`src/rtl/mem_port_arbiter.sv`:
```
// mem_port_arbiter
//   Shares one single-ported, variable-latency memory port between the
//   instruction-fetch requester and the data requester. One transaction is
//   outstanding at a time; data has priority over fetch. Done strobes are
//   registered one-cycle pulses; read data is held until the next completion.
//
//   Optional feature macro: MEM_ARB_FAIRNESS_EN
//     defined   : after MAX_DATA_BURST data grants taken while fetch waits,
//                 the next grant goes to fetch.
//     undefined : strict data priority.
//
// Ports
//   clk, rst                 clock, asynchronous active-low reset
//   if_req/if_adr/if_kill    fetch request, PC, redirect kill
//   if_done/if_rdata         fetch completion strobe and instruction
//   d_req/d_we/d_adr/
//   d_wdata/d_wmask          data request and command fields
//   d_done/d_rdata           data completion strobe and read data
//   mem_req/mem_we/mem_adr/
//   mem_wdata/mem_wmask      registered memory command
//   mem_ready                command accepted when mem_req && mem_ready
//   mem_rvalid/mem_rdata     read response
module mem_port_arbiter #(
    parameter int ADR_W          = 32,
    parameter int MAX_DATA_BURST = 4
) (
    input  logic             clk,
    input  logic             rst,
    input  logic             if_req,
    input  logic [ADR_W-1:0] if_adr,
    input  logic             if_kill,
    output logic             if_done,
    output logic [31:0]      if_rdata,
    input  logic             d_req,
    input  logic             d_we,
    input  logic [ADR_W-1:0] d_adr,
    input  logic [31:0]      d_wdata,
    input  logic [3:0]       d_wmask,
    output logic             d_done,
    output logic [31:0]      d_rdata,
    output logic             mem_req,
    output logic             mem_we,
    output logic [ADR_W-1:0] mem_adr,
    output logic [31:0]      mem_wdata,
    output logic [3:0]       mem_wmask,
    input  logic             mem_ready,
    input  logic             mem_rvalid,
    input  logic [31:0]      mem_rdata
);

    typedef enum logic [2:0] {
        IDLE,
        IF_CMD,
        IF_RSP,
        D_CMD,
        D_RSP
    } state_e;

    if ((MAX_DATA_BURST < 1) || (MAX_DATA_BURST > 15)) begin : g_burst_range
        $error("mem_port_arbiter: MAX_DATA_BURST must be in 1..15");
    end

    state_e           state_q;
    logic             discard_q;
    logic             if_done_q;
    logic [31:0]      if_rdata_q;
    logic             d_done_q;
    logic [31:0]      d_rdata_q;
    logic             mem_req_q;
    logic             mem_we_q;
    logic [ADR_W-1:0] mem_adr_q;
    logic [31:0]      mem_wdata_q;
    logic [3:0]       mem_wmask_q;

    logic             take_data;
    logic             take_fetch;

`ifdef MEM_ARB_FAIRNESS_EN
    localparam logic [3:0] BURST_LIM = 4'(MAX_DATA_BURST);
    logic [3:0] burst_q;
`endif

    // IDLE grant decision; only acted on while state_q == IDLE.
    always_comb begin
        take_data  = d_req;
        take_fetch = !d_req && if_req && !if_kill;
`ifdef MEM_ARB_FAIRNESS_EN
        // Fetch has waited through a full data burst: it goes first.
        if ((burst_q >= BURST_LIM) && if_req && !if_kill) begin
            take_data  = 1'b0;
            take_fetch = 1'b1;
        end
`endif
    end

`ifdef MEM_ARB_FAIRNESS_EN
    // Counts data grants taken while fetch is pending; saturates at 15.
    always_ff @(posedge clk or negedge rst) begin
        if (!rst) begin
            burst_q <= '0;
        end else if (!if_req) begin
            burst_q <= '0;
        end else if (state_q == IDLE) begin
            if (take_fetch) begin
                burst_q <= '0;
            end else if (take_data && (burst_q != 4'hF)) begin
                burst_q <= burst_q + 4'd1;
            end
        end
    end
`endif

    always_ff @(posedge clk or negedge rst) begin
        if (!rst) begin
            state_q     <= IDLE;
            discard_q   <= 1'b0;
            if_done_q   <= 1'b0;
            if_rdata_q  <= '0;
            d_done_q    <= 1'b0;
            d_rdata_q   <= '0;
            mem_req_q   <= 1'b0;
            mem_we_q    <= 1'b0;
            mem_adr_q   <= '0;
            mem_wdata_q <= '0;
            mem_wmask_q <= '0;
        end else begin
            if_done_q <= 1'b0;
            d_done_q  <= 1'b0;
            case (state_q)
                IDLE: begin
                    if (take_data) begin
                        mem_req_q   <= 1'b1;
                        mem_we_q    <= d_we;
                        mem_adr_q   <= d_adr;
                        mem_wdata_q <= d_wdata;
                        mem_wmask_q <= d_wmask;
                        state_q     <= D_CMD;
                    end else if (take_fetch) begin
                        mem_req_q   <= 1'b1;
                        mem_we_q    <= 1'b0;
                        mem_adr_q   <= if_adr;
                        mem_wmask_q <= '0;
                        state_q     <= IF_CMD;
                    end
                end
                IF_CMD: begin
                    // A kill coinciding with acceptance cannot retract the
                    // command, so the response is waited for and dropped.
                    if (mem_ready) begin
                        mem_req_q <= 1'b0;
                        discard_q <= if_kill;
                        state_q   <= IF_RSP;
                    end else if (if_kill) begin
                        mem_req_q <= 1'b0;
                        state_q   <= IDLE;
                    end
                end
                IF_RSP: begin
                    if (mem_rvalid) begin
                        if (!(discard_q || if_kill)) begin
                            if_rdata_q <= mem_rdata;
                            if_done_q  <= 1'b1;
                        end
                        discard_q <= 1'b0;
                        state_q   <= IDLE;
                    end else if (if_kill) begin
                        discard_q <= 1'b1;
                    end
                end
                D_CMD: begin
                    if (mem_ready) begin
                        mem_req_q <= 1'b0;
                        if (mem_we_q) begin
                            d_done_q <= 1'b1;
                            state_q  <= IDLE;
                        end else begin
                            state_q <= D_RSP;
                        end
                    end
                end
                D_RSP: begin
                    if (mem_rvalid) begin
                        d_rdata_q <= mem_rdata;
                        d_done_q  <= 1'b1;
                        state_q   <= IDLE;
                    end
                end
                default: begin
                    mem_req_q <= 1'b0;
                    state_q   <= IDLE;
                end
            endcase
        end
    end

    assign if_done   = if_done_q;
    assign if_rdata  = if_rdata_q;
    assign d_done    = d_done_q;
    assign d_rdata   = d_rdata_q;
    assign mem_req   = mem_req_q;
    assign mem_we    = mem_we_q;
    assign mem_adr   = mem_adr_q;
    assign mem_wdata = mem_wdata_q;
    assign mem_wmask = mem_wmask_q;

endmodule

```
`config.mk`:
```
export PLATFORM = sky130hd
export DESIGN_NAME = mem_port_arbiter
export DESIGN_NICKNAME = d
export VERILOG_FILES = /design/src/rtl/mem_port_arbiter.sv
export SDC_FILE = /design/constraint.sdc
export NUM_CORES = 1
export LEC_CHECK = 0
export BUFFER_PORTS_ARGS = -buffer_cell sky130_fd_sc_hd__buf_4
export CORE_MARGIN = 4
export CORE_UTILIZATION = 50
export CTS_CLUSTER_DIAMETER = 50
export CTS_CLUSTER_SIZE = 28
export DETAILED_ROUTE_END_ITERATION = 12
export PLACE_DENSITY = 0.93
export SYNTH_ARGS = -nofsm -noshare
export SYNTH_HDL_FRONTEND = slang
export SYNTH_SLANG_ARGS = --single-unit
```
`constraint.sdc`:
```
create_clock -name clk -period 2.8 [get_ports clk]
set_input_delay 0.56 -clock clk [delete_from_list [all_inputs] [get_ports clk]]
set_output_delay 0.56 -clock clk [all_outputs]
set_load 0.02 [all_outputs]
```
==> flow_summary.json, run 1 <==
{
  "p_leak_nw": 4.143,
  "area_delta_synth_final_pct": 47.35,
  "fp.dieW_microns": 115.4,
  "clock_sinks": 140,
  "grt_pass1_vias": 4625,
  "synth_area_leader_cell": "dfrtp_1",
  "rows": 38,
  "dieArea_sq_mm": 0.01331,
  "crit_type": "flip-flop to flip-flop",
  "crit_arrival_ns": 2.19,
  "cts_buffers": 17,
  "synth.area.top_cells": "dfrtp_1 (61%), mux2_2 (29%), mux2_1 (2.0%), buf_6 (1.8%), buf_8 (0.78%)",
  "path_clk_slew_ns": 0.06,
  "layout_common_cells": "buf_4 (280), mux2_2 (150), dfrtp_1 (140)",
  "r2r-start": "state_q[1]",
  "worst-path-max-fanout": 32,
  "dr.first_iter.drc_count": 131,
  "num-nets-final": 776,
  "clock_skew_ns": 0.007126,
  "start_util_pct": 52.02,
  "num_vias": 4078,
  "dp_slack_ns": 0.8345,
  "ys_ff_latch": 140,
  "grt_max_degree": 62,
  "gp_congestion": 0.7672,
  "fill_cells": 695,
  "cts_hold_buffers": 0,
  "antenna_left": 0,
  "synth_fp_nets": 497,
  "core_sq_mm": 0.01108,
  "io_pins": 276,
  "period_share_pct": 68.50,
  "cp-start-kind": "flip-flop",
  "avgViaCountPerCell": 5.182,
  "highest_layer": "met4",
  "cts_tree": "built",
  "netlist-cell-type-count": 31,
  "ctsResizeCount": 0,
  "post_cts_buffers": 0,
  "status": "finished clean",
  "synth_cells": 357,
  "clockBufferDepth": 2,
  "hp-class": "input port to asynchronous set/reset pin",
  "grt-ovfl-total": 0,
  "finalSetupTns_ns": 0,
  "fin_ws_ns": 0.8819,
  "clock_latency_ns": 0.41,
  "crit_required_ns": 3.07,
  "slew_headroom_pct": 62.77,
  "fin_crit_ns": 1.918,
  "slew_violations": 0,
  "hold_slack_ns": 0.1101,
  "p_total_mw": 10.48,
  "reg2reg_slack_ns": 0.88,
  "routedWlPerCell_microns": 19.10,
  "hold_viol_final": 0,
  "drt_wl_total_microns": 15030,
  "drt_first_pass_iters": 4,
  "wl_met2_microns": 8239,
  "grt_pass1_wl_microns": 23360,
  "finalSetupViolations": 0,
  "worstMarginPinSlew_ns": 0.5585,
  "htree_levels": 4,
  "vdd_ir_drop_max_v": 0.0007543,
  "power.density_mw_per_mm2": 1234,
  "fmax_mhz": 521.4,
  "rsz0062_at_grt": "false",
  "drive_above_1_share_pct": 72.02,
  "yosysTopAreaCellShare_pct": 60.79,
  "cp-end-kind": "flip-flop",
  "root_buffer": "clkbuf_16",
  "layout_commonest_cell": "buf_4",
  "synth-seq-area-share_pct": 60.79,
  "n_antenna_cell": 0,
  "cap_violations": 0,
  "wl_met3_microns": 1353,
  "r2r_end": "d_rdata[2]",
  "ys_warn_count": 0,
  "die_height_microns": 115.4,
  "dpl.cell_count": 757,
  "hpwl_microns": 11160,
  "reg2reg_depth": 4,
  "stdcell_count": 787,
  "syn_avg_cell_area_sq_um": 16.14,
  "syn_area_sq_mm": 0.005763,
  "antenna_found_initial": 0,
  "m1WireLength_microns": 4991,
  "grt_usage_pct": 22.86,
  "numPortBuffers": 275,
  "drc": 0
}
## metal layers
| metal | vias up | GRT usage, % |
|---|---|---|
| li1 | 1845 | - |
| met1 | 2015 | 23.30 |
| met2 | 186 | 42.09 |
| met3 | 32 | 7.263 |
| met4 | 0 | 10.88 |
| met5 | - | 0 |
## worst max-delay path by stage
stage                     from            end  slack (ns)  cells past startpoint
finish              state_q[1]     d_rdata[2]        0.88                      4
global placement         d_req   mem_wdata[8]        0.87                      4
detailed placement       d_req  mem_wdata[26]        0.83                      4
global route        state_q[1]    mem_adr[26]        0.79                      4
CTS                 state_q[1]     d_rdata[2]        0.90                      4
floorplan                d_req    mem_adr[10]        1.04                      4
## critical path, cell delays in order, from the launching register on
cell	delay, ns
dfrtp_1	0.54
nor2_1	0.19
and3_1	0.22
buf_4	0.42
mux2_1	0.40
## metrics by stage
| stage | util [%] | area, sq um |
|---|---|---|
| floorplan | - | 5763 |
| global placement | 71.04 | 7870 |
| detailed placement | 71.04 | 7870 |
| CTS | 76.65 | 8492 |
| global route | 76.65 | 8492 |
| finish | 76.65 | 8492 |
## cell families (layout without fill, tap and decap cells)
logic type	Yosys count	in the layout	synth area share, %
compound gates	18	18	2.345
simple gates	14	14	1.802
buf+inv	24	314	3.626
flops	140	140	60.79
mux	161	161	31.44
## synthesized netlist by cell type (all sizes together)
| master | number |
|---|---|
| a211oi | 2 |
| a21o | 1 |
| a22o | 5 |
| a31o | 2 |
| a32oi | 1 |
| and2 | 1 |
| and3 | 1 |
| and3b | 1 |
| buf | 20 |
| clkbuf | 2 |
| dfrtp | 140 |
| inv | 2 |
| mux2 | 160 |
| mux2i | 1 |
| nand2 | 2 |
| nand4 | 1 |
| nor2 | 3 |
| nor2b | 2 |
| nor3 | 1 |
| nor3b | 1 |
| nor4b | 1 |
| o21a | 1 |
| o21ai | 4 |
| o22ai | 1 |
| o41ai | 1 |
## registers in the layout, indices dropped and copies added (netlist names)
signal / flops
mem_wmask: 4
d_done: 1
if_done: 1
state_q: 3
mem_req: 1
d_rdata: 32
mem_adr: 32
mem_we: 1
if_rdata: 32
mem_wdata: 32
discard_q: 1
## area by class of cell
class                      count  area [sq um]  area share (%)
sequential                   140          3503           41.26
timing repair buffer         282          2133           25.12
multi-input combinational    193          2051           24.15
inverter                       2         7.507         0.08840
clock buffer                  20         456.7           5.378
tap                          140         175.2           2.063
clock inverter                10         165.2           1.945
## power breakdown
| group | internal, mW | total [mW] | switching, mW | leakage [nW] |
|---|---|---|---|---|
| logic | 2.25 | 4.52 | 2.27 | 2.14 |
| clock network | 1.53 | 2.36 | 0.827 | 0.295 |
| registers | 3.01 | 3.60 | 0.590 | 1.71 |
| total | 6.79 | 10.5 | 3.69 | 4.14 |
Power figures use the tool's default switching activity.
==> run 2: changes to the inputs <==
Settings changed: ABC_AREA set to 1, CORE_UTILIZATION 50 to 42, PLACE_DENSITY 0.93 to 0.84.
Clock period 2.8 ns to 1.7 ns, I/O delays scaled along.
==> run 2 against run 1 <==
Against the previous run: first-iteration DRC count up 100%; combinational power grew 75%; sequential share of layout area down 1.3 points; synthesized area increased by 2.7%; critical path type unchanged; largest power group unchanged.
==> flow_summary.json, run 2 <==
{
  "yosysTopAreaCellShare_pct": 59.18,
  "p_leak_nw": 4.796,
  "synth_common_cells": "nand2_1 (186), dfrtp_1 (140), o21ai_0 (50)",
  "crit_type": "flip-flop to flip-flop",
  "die_height_microns": 126.7,
  "drc": 0,
  "fmax_mhz": 682.3,
  "post-synth-top-count-cell": "nand2_1",
  "clockBufferDepth": 2,
  "area_delta_synth_final_pct": 48.19,
  "layout_commonest_cell": "buf_4",
  "yosys.area_share.adder_pct": 0,
  "syn_avg_cell_area_sq_um": 9.800,
  "grt_max_degree": 68,
  "grt_pass1_vias": 5192,
  "rsz0062_at_grt": "false",
  "antenna_left": 0,
  "worst-path-max-fanout": 67,
  "worstSetupStartpoint": "state_q[0]",
  "hp-class": "input port to flip-flop",
  "dp_slack_ns": 0.2135,
  "crit_required_ns": 2.02,
  "grt_pass1_wl_microns": 26730,
  "worstMarginPinSlew_ns": 0.4315,
  "path_clk_slew_ns": 0.06,
  "clock_sinks": 140,
  "synth-seq-area-share_pct": 59.18,
  "clock_latency_ns": 0.41,
  "routedWlPerCell_microns": 15.77,
  "numPortBuffers": 275,
  "antenna_found_initial": 0,
  "netlist-cell-type-count": 27,
  "ys.flop_type": "dfrtp_1",
  "slew_headroom_pct": 71.23,
  "clock_skew_ns": 0.007394,
  "crit_arrival_ns": 1.79,
  "ctsResizeCount": 0,
  "dieArea_sq_mm": 0.01606,
  "slew_violations": 0,
  "status": "finished clean",
  "cp-end-kind": "flip-flop",
  "r2r_end": "mem_adr[17]",
  "finalSetupViolations": 0,
  "cap_violations": 0,
  "synth_cells": 604,
  "start_util_pct": 42.81,
  "io_pins": 276,
  "synthXorXnorAreaFrac_pct": 0,
  "period_share_pct": 86.21,
  "rows": 43,
  "async_flop_share_pct": 100.0,
  "ys_warn_count": 0,
  "avgViaCountPerCell": 4.829,
  "finalSetupTns_ns": 0,
  "htree_levels": 4,
  "cts_tree": "built",
  "power.density_mw_per_mm2": 1992,
  "synth-simple-area-share_pct": 17.73,
  "layout_common_cells": "buf_4 (287), nand2_1 (186), dfrtp_1 (140)",
  "synth_top_family_by_area": "simple AND/OR/NAND/NOR gates",
  "grt-ovfl-total": 0,
  "drt_first_pass_iters": 5,
  "syn_area_sq_mm": 0.005919,
  "synth_fp_nets": 744,
  "synth.area.mux_share_pct": 5.411,
  "dr.first_iter.drc_count": 268,
  "fill_cells": 1122,
  "synth_edf_count": 0,
  "ys_ff_latch": 140,
  "r2r-start": "state_q[0]",
  "fp.dieW_microns": 126.7,
  "hpwl_microns": 12830,
  "root_buffer": "clkbuf_16",
  "num-nets-final": 1021,
  "cts_buffers": 17,
  "core_sq_mm": 0.01383,
  "vdd_ir_drop_max_v": 0.0008159,
  "fin_crit_ns": 1.466,
  "reg2reg_slack_ns": 0.23,
  "gp_congestion": 0.8247,
  "reg2reg_depth": 6,
  "synth_area_leader_cell": "dfrtp_1",
  "num_vias": 5186,
  "fin_ws_ns": 0.2344,
  "synth.area.top_cells": "dfrtp_1 (59%), nand2_1 (12%), mux2i_1 (5.4%), o21ai_2 (4.4%), o21ai_0 (4.2%)",
  "drive_above_1_share_pct": 41.28,
  "grt_usage_pct": 21.27,
  "cp-endpoint": "mem_adr[17]",
  "cp-start-kind": "flip-flop",
  "n_antenna_cell": 0,
  "synth_compound_area_share_pct": 10.76,
  "hold_viol_final": 0,
  "drt_wl_total_microns": 16940
}
==> run 2: cell count changes after synthesis, sizes merged, moves of 31 or more <==
cell,before,now
inv,2,43
mux2i,1,32
nand3,0,44
mux2,160,0
o21ai,4,98
nand2,2,194
==> run 2: area by class of cell <==
class / count / area, sq um / share of cell area (%)
Clock inverter: 12 / 137.6 / 1.569
Inverter: 43 / 161.4 / 1.840
Timing Repair Buffer: 294 / 2276 / 25.94
Sequential cell: 140 / 3503 / 39.94
Clock buffer: 20 / 456.7 / 5.206
Tap cell: 180 / 225.2 / 2.567
Multi-Input combinational cell: 385 / 2012 / 22.94
==> run 2: repair_timing <==
action / 4_1_cts / 5_1_grt
buffers inserted: 0 / 0
endpoints found under the hold margin: 24 / 0
hold buffers: 1 / 0
==> run 2: how the worst min path moves through the flow <==
stage,cells past startpoint,end,startpoint
global placement,1,d_rdata[28],rst
detailed placement,1,d_rdata[28],rst
finish,3,mem_wmask[2],d_wmask[2]
global route,3,mem_wdata[12],d_wdata[12]
CTS,3,mem_wdata[3],d_wdata[3]
floorplan,0,d_done,rst
==> run 2: worst max-delay path: stages, from the launching register on <==
cell and delay (ns):
dfrtp_1 0.40, inv_1 0.14, nand2_1 0.13, nor2_4 0.15
nand2_2 0.11, buf_12 0.20, o21ai_0 0.21
==> run 2: stage by stage <==
step,util [%],std cells,hold WS (ns),area (sq um),total power [mW]
floorplan,-,604,0.04441,5919,10.29
global placement,59.07,1041,0.2239,8168,13.67
detailed placement,59.07,1041,0.2278,8168,13.91
CTS,63.44,1074,0.1380,8772,17.65
global route,63.44,1074,0.1480,8772,18.56
finish,63.44,1074,0.1532,8772,17.47
==> run 2: cells by family (layout without fill, tap and decap cells) <==
kind of cell	Yosys count	count (layout)
mux	32	32
flops	140	140
compound gates	103	103
buf+inv	79	369
simple gates	250	250
==> run 2: layer usage <==
metal,vias up,share of wire (%),GRT usage [%]
met5,-,0,0
met4,0,3.1,9.464
met3,36,9.0,6.611
met2,255,49,36.11
met1,2387,39,24.78
li1,2508,-,-
==> run 2: power breakdown <==
part / internal (mW) / leakage, nW / switching [mW]
logic: 3.26 / 2.76 / 4.67
clock network: 2.25 / 0.275 / 1.44
registers: 4.92 / 1.77 / 0.941
total: 10.4 / 4.80 / 7.05
==> run 3: changes to the inputs <==
Settings changed: RECOVER_POWER set to 100.
==> run 3 against run 2 <==
Against the previous run: clock power about the same; largest power group unchanged; die area unchanged; combinational power down 19%; highest routed layer unchanged; worst hold slack better by 0.0013 ns; sequential power down 0.7%; critical endpoint is now d_rdata[9]; critical path depth down 1; non-clock buffer count unchanged; power down 8.8%; clock-buffer cell count unchanged.
==> flow_summary.json, run 3 (synthesis gave the netlist of run 2 again) <==
{
  "slew_headroom_pct": 54.21,
  "fp.dieW_microns": 126.7,
  "pwr-share-comb_pct": 40.5,
  "clock_skew_ns": 0.006060,
  "r2r_end": "d_rdata[9]",
  "switching_share_pct": 43.34,
  "dpl.cell_count": 1041,
  "p_leak_nw": 4.220,
  "layout_common_cells": "nand2_1 (188), buf_4 (146), dfrtp_1 (140)",
  "num-nets-final": 1021,
  "rsz0062_at_grt": "false",
  "fin_crit_ns": 1.490,
  "grt_usage_pct": 21.27,
  "use_met2_pct": 36.11,
  "cp-start-kind": "flip-flop",
  "seqPwrFrac_pct": 36.5,
  "cap_violations": 0,
  "period_share_pct": 87.64,
  "die_height_microns": 126.7,
  "grt_pass1_vias": 5192,
  "p_switching_mw": 6.909,
  "rows": 43,
  "drt_wl_total_microns": 17000,
  "clock_sinks": 140,
  "dp_slack_ns": 0.2135,
  "start_util_pct": 42.81,
  "finalSetupViolations": 0,
  "clockBufferDepth": 2,
  "hp-class": "input port to flip-flop",
  "path_clk_slew_ns": 0.06,
  "power.density_mw_per_mm2": 1963,
  "fmax_mhz": 671.2,
  "p_int_mw": 9.033,
  "max_stage_delay_ns": 0.35,
  "crit_type": "flip-flop to flip-flop",
  "min_path_cells": 3,
  "reg2reg_depth": 5,
  "n_antenna_cell": 0,
  "crit_required_ns": 1.97,
  "busiest_layer": "met2",
  "cp_top_family": "buffers and inverters",
  "cts_buffers": 17,
  "hold_viol_final": 0,
  "dpl_cell_area_sq_mm": 0.008168,
  "fin_ws_ns": 0.2101,
  "core_sq_mm": 0.01383,
  "grt_pass1_wl_microns": 26730,
  "routedWlPerCell_microns": 15.83,
  "r2r-start": "state_q[2]",
  "met1_usage_pct": 24.78,
  "final_cell_area_sq_mm": 0.008122,
  "worst-path-max-fanout": 48,
  "root_buffer": "clkbuf_16",
  "min-delay-start": "d_wdata[3]",
  "power.share.clock_pct": 23.0,
  "path_cells": "clkbuf_1, nand3_1, buf_4, nand2_1, o21ai_0",
  "clock_latency_ns": 0.41,
  "gr-usage-met3_pct": 6.611,
  "dr.first_iter.drc_count": 251,
  "antenna_left": 0,
  "drc": 0,
  "numPortBuffers": 275,
  "slew_violations": 0,
  "area_delta_synth_final_pct": 37.20,
  "crit_arrival_ns": 1.76,
  "grt-ovfl-total": 0,
  "htree_levels": 4,
  "finish.utilization_pct": 58.74,
  "antenna_found_initial": 0,
  "drive_above_1_share_pct": 22.93,
  "path_buf_inv": 2,
  "cp-end-kind": "flip-flop",
  "layout_commonest_cell": "nand2_1",
  "stdcell_count": 1074,
  "vdd_ir_drop_max_v": 0.0007641,
  "avgViaCountPerCell": 4.791,
  "finalSetupTns_ns": 0,
  "whs_endpoint": "mem_wdata[3]",
  "gp_congestion": 0.8247,
  "status": "finished clean",
  "grt_max_degree": 68,
  "cp_slowest_cell": "dfrtp_1",
  "dieArea_sq_mm": 0.01606,
  "drt_first_pass_iters": 5,
  "io_pins": 276,
  "reg2reg_slack_ns": 0.21,
  "hpwl_microns": 12830,
  "cts_tree": "built",
  "num_vias": 5146,
  "worstMarginPinSlew_ns": 0.6868
}
-- run 3: cell types whose count changed in the layout (fill, tap and decap cells not counted), sizes merged --
cell	change
buf	-142
clkbuf	+142
-- run 3: area by class of cell --
| type | instances | area [sq um] |
|---|---|---|
| fillers | 1289 | 5705 |
| flip-flops and latches | 140 | 3503 |
| multi-input cells | 385 | 1918 |
| repair buffers | 294 | 1719 |
| clock buffers | 20 | 456.7 |
| well taps | 180 | 225.2 |
| inverters | 43 | 161.4 |
| clock inverters | 12 | 137.6 |
-- run 3: per-stage QoR --
| step | power, mW | hold slack (ns) |
|---|---|---|
| CTS | 17.65 | 0.1380 |
| global placement | 13.67 | 0.2239 |
| floorplan | 10.29 | 0.04441 |
| detailed placement | 13.91 | 0.2278 |
| finish | 15.94 | 0.1544 |
| global route | 17.04 | 0.1480 |
-- run 3: worst max-delay path by stage --
stage	end	start	depth (start not counted)
finish	d_rdata[9]	state_q[2]	5
global route	d_rdata[21]	state_q[2]	4
CTS	mem_adr[17]	state_q[0]	6
detailed placement	mem_adr[17]	state_q[0]	6
global placement	mem_adr[25]	d_req	4
floorplan	if_rdata[24]	state_q[2]	8
-- run 3: power groups by stage --
stage / Clock (mW) / Combinational (mW) / Sequential [mW]
finish: 3.67 / 6.45 / 5.82
global route: 3.90 / 7.13 / 6.01
CTS: 3.74 / 8.05 / 5.86
detailed placement: 0 / 8.03 / 5.88
global placement: 0 / 7.83 / 5.84
floorplan: 0 / 2.63 / 7.65
-- run 3: repair_timing --
item / CTS / global route
setup buffers: 0 / 0
setup endpoints to repair: 0 / 0
resized for setup: 0 / 0
hold buffers: 1 / 0
hold endpoints to repair: 24 / 0
-- run 3: worst reg2reg max path: cells and delay by family, from the launching register on --
family	cells	cell delay, ns
AND/OR/NAND/NOR	2	0.30
buffers and inverters	2	0.60
flip-flops	1	0.35
AO/OA/AOI/OAI	1	0.10
-- run 3: layer usage --
metal / vias up / wire length, microns
li1: 2508 / -
met1: 2345 / 6613
met2: 261 / 8330
met3: 32 / 1568
met4: 0 / 484
met5: - / 0
